$ cat src/rtl/ram_addr_scanner.sv
// RAM read-address generator for the lab 2 demo: timed auto-scan,
// push-button single-step and direct load from switches.
module ram_addr_scanner #(
  parameter int ADDR_W      = 5,
  parameter int TICK_CYCLES = 50000000,
  parameter int CNT_W       = 26
) (
  input  logic              clk,
  input  logic              reset_n,
  input  logic              run,
  input  logic              step_key,
  input  logic              load,
  input  logic [ADDR_W-1:0] load_addr,
  output logic [ADDR_W-1:0] addr,
  output logic              addr_changed,
  output logic              scanning
);

  typedef enum logic {
    PAUSE = 1'b0,
    RUN   = 1'b1
  } state_t;

  localparam logic [CNT_W-1:0] TICK_LAST =
    CNT_W'(TICK_CYCLES - 1);

  state_t            state_q;
  state_t            state_d;
  logic [CNT_W-1:0]  cnt_q;
  logic [CNT_W-1:0]  cnt_d;
  logic [ADDR_W-1:0] addr_q;
  logic [ADDR_W-1:0] addr_d;
  logic              chg_q;
  logic              chg_d;
  logic [2:0]        key_q;
  logic [2:0]        key_d;
  logic              step_pulse;
  logic              tick;
  logic              adv;

  // key_q[0], key_q[1]: synchronizer; key_q[2]: previous synced level
  assign step_pulse = key_q[2] & ~key_q[1];

  always_comb begin
    state_d = state_q;
    cnt_d   = '0;
    addr_d  = addr_q;
    chg_d   = 1'b0;
    tick    = 1'b0;
    key_d   = {key_q[1:0], step_key};
    unique case (state_q)
      PAUSE: begin
        if (run) state_d = RUN;
      end
      RUN: begin
        tick  = (cnt_q == TICK_LAST);
        cnt_d = tick ? '0 : cnt_q + 1'b1;
        if (!run) begin
          state_d = PAUSE;
          cnt_d   = '0;
        end
      end
      default: state_d = PAUSE;
    endcase
    adv = (state_q == RUN) ? tick : step_pulse;
    // load wins; a coincident step or tick is dropped
    if (load) begin
      addr_d = load_addr;
      cnt_d  = '0;
      chg_d  = 1'b1;
    end else if (adv) begin
      addr_d = addr_q + 1'b1;
      chg_d  = 1'b1;
    end
  end

  always_ff @(posedge clk or negedge reset_n) begin
    if (!reset_n) begin
      state_q <= PAUSE;
      cnt_q   <= '0;
      addr_q  <= '0;
      chg_q   <= 1'b0;
      key_q   <= 3'b111;
    end else begin
      state_q <= state_d;
      cnt_q   <= cnt_d;
      addr_q  <= addr_d;
      chg_q   <= chg_d;
      key_q   <= key_d;
    end
  end

  assign addr         = addr_q;
  assign addr_changed = chg_q;
  assign scanning     = (state_q == RUN);

endmodule

$ cat config.mk
export PLATFORM = sky130hd
export DESIGN_NAME = ram_addr_scanner
export DESIGN_NICKNAME = d
export VERILOG_FILES = /design/src/rtl/ram_addr_scanner.sv
export SDC_FILE = /design/constraint.sdc
export NUM_CORES = 1
export LEC_CHECK = 0
export CORE_UTILIZATION = 35
export CTS_CLUSTER_SIZE = 8
export DETAILED_ROUTE_END_ITERATION = 7
export GPL_ROUTABILITY_DRIVEN = 0
export PLACE_DENSITY_LB_ADDON = 0.1
export SETUP_SLACK_MARGIN = 0.1
export SLEW_MARGIN = 30
export SYNTH_ARGS = -nofsm -noshare
export SYNTH_HDL_FRONTEND = slang
export SYNTH_SLANG_ARGS = --single-unit
export TNS_END_PERCENT = 5
$ cat constraint.sdc
create_clock -name clk -period 2.2 [get_ports clk]
set_clock_uncertainty 0.2 [all_clocks]
set_input_delay 0.44 -clock clk [delete_from_list [all_inputs] [get_ports clk]]
set_output_delay 0.44 -clock clk [all_outputs]
set_load 0.01 [all_outputs]
# == After elaboration in Yosys (flattened, before gate mapping) ==
# Index checks and enable logic that the tools add are counted.
# op_classes
n_mul,0
magnitude_cmp,0
addsub,2
n_reduce_logical,1
div,0
eq_ne,1
n_shift,0
mux,10
bitwise_logic,2
# op_table
operator,n
$mux 26,4
$add 26x1->26 const B,1
$eq 26x26->1 const B,1
$mux 5,2
$add 5x1->5 const B,1
$mux 1,4
$reduce_bool 2->1,1
$and 1x1->1,1
$not 1->1,1
# totals
mem_bits_rw,0
in_bits,10
word_cells,21
latch_bits,0
ff_bits,36
n_memories,0
mem_bits_ro,0

# == Longest topological paths before layout ==
# logic_depth
ltp_word,5
depth_mapped,7
mapped_depth_nobuf,6

# == Worst setup path after synthesis ==
# Ideal clock, no wire load.
# synth_timing
path_type,register -> register
startpoint,register cnt_q[0]
endpoint,register addr_q[4] (netlist: addr[4])
t_arrival_ns,2.118
synth_period_minus_slack_ns,2.387
stages_incl_launch_ff,8
slack_ns,-0.187
path_cell_list,dfrtp_1 > ha_1 > nand4_4 > or4_4 > o21ba_1 > buf_6 > or4_1 > nand3_1
# synth_via
elab_chain_len,3
# synth_lines
element,line,rtl
start: declaration,29,logic [CNT_W-1:0] cnt_q;
start signal: assignment,86,cnt_q <= cnt_d;
$eq 26x26->1,56,tick = (cnt_q == TICK_LAST);
$mux 1,65,adv = (state_q == RUN) ? tick : step_pulse;
$reduce_bool 2->1 (no source line),--,
end signal: assignment,87,addr_q <= addr_d;
end: declaration,31,logic [ADDR_W-1:0] addr_q;
# Every way passes these cells.
# A chain may end at the register's enable or synchronous reset.

# == Worst setup path after layout ==
# layout_timing
startpoint,register cnt_q[1]
endpoint,register addr_q[4] (netlist: addr[4])
# Same word-level chain as after synthesis.

==> metrics.txt <==
initial drt markers=74; Worst-path clk slew=70 ps; EDFF count, synth=0; Setup crit end kind=flip-flop; Non-Filler Instances=287; switching portion of total power=23.3%; Routed WL=3590 um; Hold Path Depth=0; Final Hold Vio Count=0; average cell area after synthesis=9.95 um^2; filler cell count=486; busiest layer in global routing=met2; Syn. warnings=0; critical path, cell by cell=ha_4 -> nand4_4 -> or4_4 -> o21ba_4 -> or4_1 -> nand3_1; Total GRT Usage=15.7%; count of max-cap constraint violations=0; Slew @ Worst Pin=454 ps; Slowest-stage cell, CP=or4_4; Tcrit/Tclk final=100%; Clock Root Buffer=clkbuf_8; most frequent cells in the layout=33 x dfrtp_1, 32 x nor2_1, 25 x buf_4; clock buffer depth=2; sequential power share=53.7%; commonest non-fill, non-tap cell in the layout=dfrtp_1; relative slew slack=69.7%; RSZ-0062 raised after global routing=yes; Hold Buf Count CTS=0; Leakage=0.974 nW; CTS Sinks=36; dpl ws=2.10 ps; # IOs=17; nets=231; failing checks=negative setup slack; Cell Area, Placed=2150 um^2; antenna violations before repair=0; crit path kind=flip-flop to flip-flop; IO Port Bufs=16; post-route cell area=2290 um^2; Pre-antenna DRT Iters=4; startpoint types=flip-flop; Comb power frac=9.1%; Post-Synthesis Net Count=187; global-route wire length before repair=6300 um; Seq/Total Area, Yosys=52.0%; # diodes=0; site row count=25; CP peak stage delay=500 ps; outcome=complete, but fails checks; critical path fanouts, max=3; clk_lat worst skew=290 ps; Netlist Area Pre-Place=1740 um^2; placed insts=275; worst-case reg-to-reg path depth=6; HP Class=flip-flop to flip-flop; most common flop cell mapped by yosys=dfrtp_1; WL per Instance=12.5 um; Starting Density=36.6%; hold slack=164 ps; largest net degree at the start of global routing=37; Data required, critical path=2220 ps; share of layout cells above drive strength 1=20.9%; gr ovfl total=0; asr flop ratio synth=100%; # setup viols final=1; CP arrival=2220 ps; P per Cell Area=565 nW/um^2; total power=1.30 mW; Psw=0.302 mW; Die ar.=5260 um^2; Cell variety after synth=32; maximum vdd drop=0.000233 V; fmax=0.455 GHz; met1 usage=20.1%; via count=1,384; count of antenna-violating nets left after detailed routing=0; global-route met2 utilization=25.6%; crit path time final=2200 ps; clock power share=37.2%; post-synthesis instance total=175; Post-DP HPWL=2560 um; met3 usage=4.17%; die span in y=72.5 um; Core Footprint=4750 um^2; synth-to-layout area growth=31.8%; Internal Power=0.993 mW; Yosys reg bits=36; vias in the first global route=1,408; total CTS buffers=5; TritonCTS clock tree=built; worst setup margin=-0.136 ps; final slew viol count=0; DRC=0; Chip Width=72.5 um; vias per cell=4.82; H-Tree Depth=2
==> per-stage QoR <==
step	utilization [%]	setup TNS, ps
after global placement	45.2	0
after CTS	47.4	-14.4
final	48.3	-0.136
after global routing	48.3	-128
after floorplan	-	-189
after detailed placement	45.2	0
==> synth_stat cells, types with 3 or more instances <==
cell      number  share of area (%)
nand3_1       18                5.2
and3_1         4                1.4
dfstp_2        3                4.5
xnor2_1        7                3.5
dfrtp_1       33                 47
nand2_1       12                2.6
clkbuf_1       4               0.86
o21ai_0        5                1.4
inv_1          3               0.65
nor2_1        32                6.9
xor2_1        17                8.6
nor4_1         4                1.4
nor3_1         4                1.2
nand4_1        4                1.4
==> power by group through the flow <==
stage | registers, mW | logic, mW | clock network [mW]
2_1_floorplan | 0.712 | 0.0386 | 0
3_3_place_gp | 0.707 | 0.116 | 0
3_5_place_dp | 0.708 | 0.117 | 0
4_1_cts | 0.696 | 0.119 | 0.499
5_1_grt | 0.698 | 0.130 | 0.523
6_report | 0.696 | 0.118 | 0.483
==> cell families (layout without fill, tap and decap cells) <==
| group | count (synthesis) | after routing | synth area share, % |
|---|---|---|---|
| AND/OR/NAND/NOR | 94 | 94 | 28.2 |
| adder cells (fa/ha/maj) | 2 | 2 | 1.44 |
| buffers and inverters | 8 | 53 | 2.16 |
| AO/OA/AOI/OAI | 10 | 10 | 3.59 |
| flip-flops | 36 | 36 | 52.0 |
| multiplexers | 1 | 1 | 0.575 |
| XOR/XNOR | 24 | 24 | 12.1 |
==> flip-flops by register name (all words and copies together) (netlist names) <==
name and flops:
addr 5, scanning 1, cnt_q 26, key_q 3, addr_changed 1
==> worst paths after layout <==
check | start | endpoint | slack (ps)
worst max-delay path | cnt_q[1]$_DFF_PN0_ | addr[4]$_DFFE_PN0P_ | -0.1
worst min-delay path | key_q[0]$_DFF_PN1_ | key_q[1]$_DFF_PN1_ | 160
worst max register to register | cnt_q[1]$_DFF_PN0_ | addr[4]$_DFFE_PN0P_ | -0.1
worst min register to register | key_q[0]$_DFF_PN1_ | key_q[1]$_DFF_PN1_ | 160
max in group asynchronous | reset_n | key_q[0]$_DFF_PN1_ | 1080
min in group asynchronous | reset_n | addr[2]$_DFFE_PN0P_ | 370
==> worst max-delay path, delay by kind of cell (launching register included) <==
family	cells	cell delay, ps
and+or+nand+nor	4	1180
DFF	1	390
AOI/OAI and AO/OA	1	210
adders and majority gates	1	160
==> cell type report <==
class                      count  area [um^2]  share of cell area, %
clock buffer                   6         82.6                   3.60
multi-input combinational    131          835                   36.4
inverter                       3         11.3                  0.491
tap                           67         83.8                   3.65
timing repair buffer          42          368                   16.0
sequential                    36          905                   39.4
clock inverter                 2         10.0                  0.436
==> timing repair <==
item / 4_1_cts / 5_1_grt
setup buffers: 2 / 2
endpoints found under the setup margin: 24 / 30
pin swaps: 1 / 1
gates resized for setup: 0 / 6
==> per-layer routing <==
layer,part of all wire (%),vias to the layer above
met4,1.6,0
met2,46,27
li1,-,685
met1,49,665
met3,3.3,7
met5,0,-
Note: power is estimated with default switching activity, not from simulation.
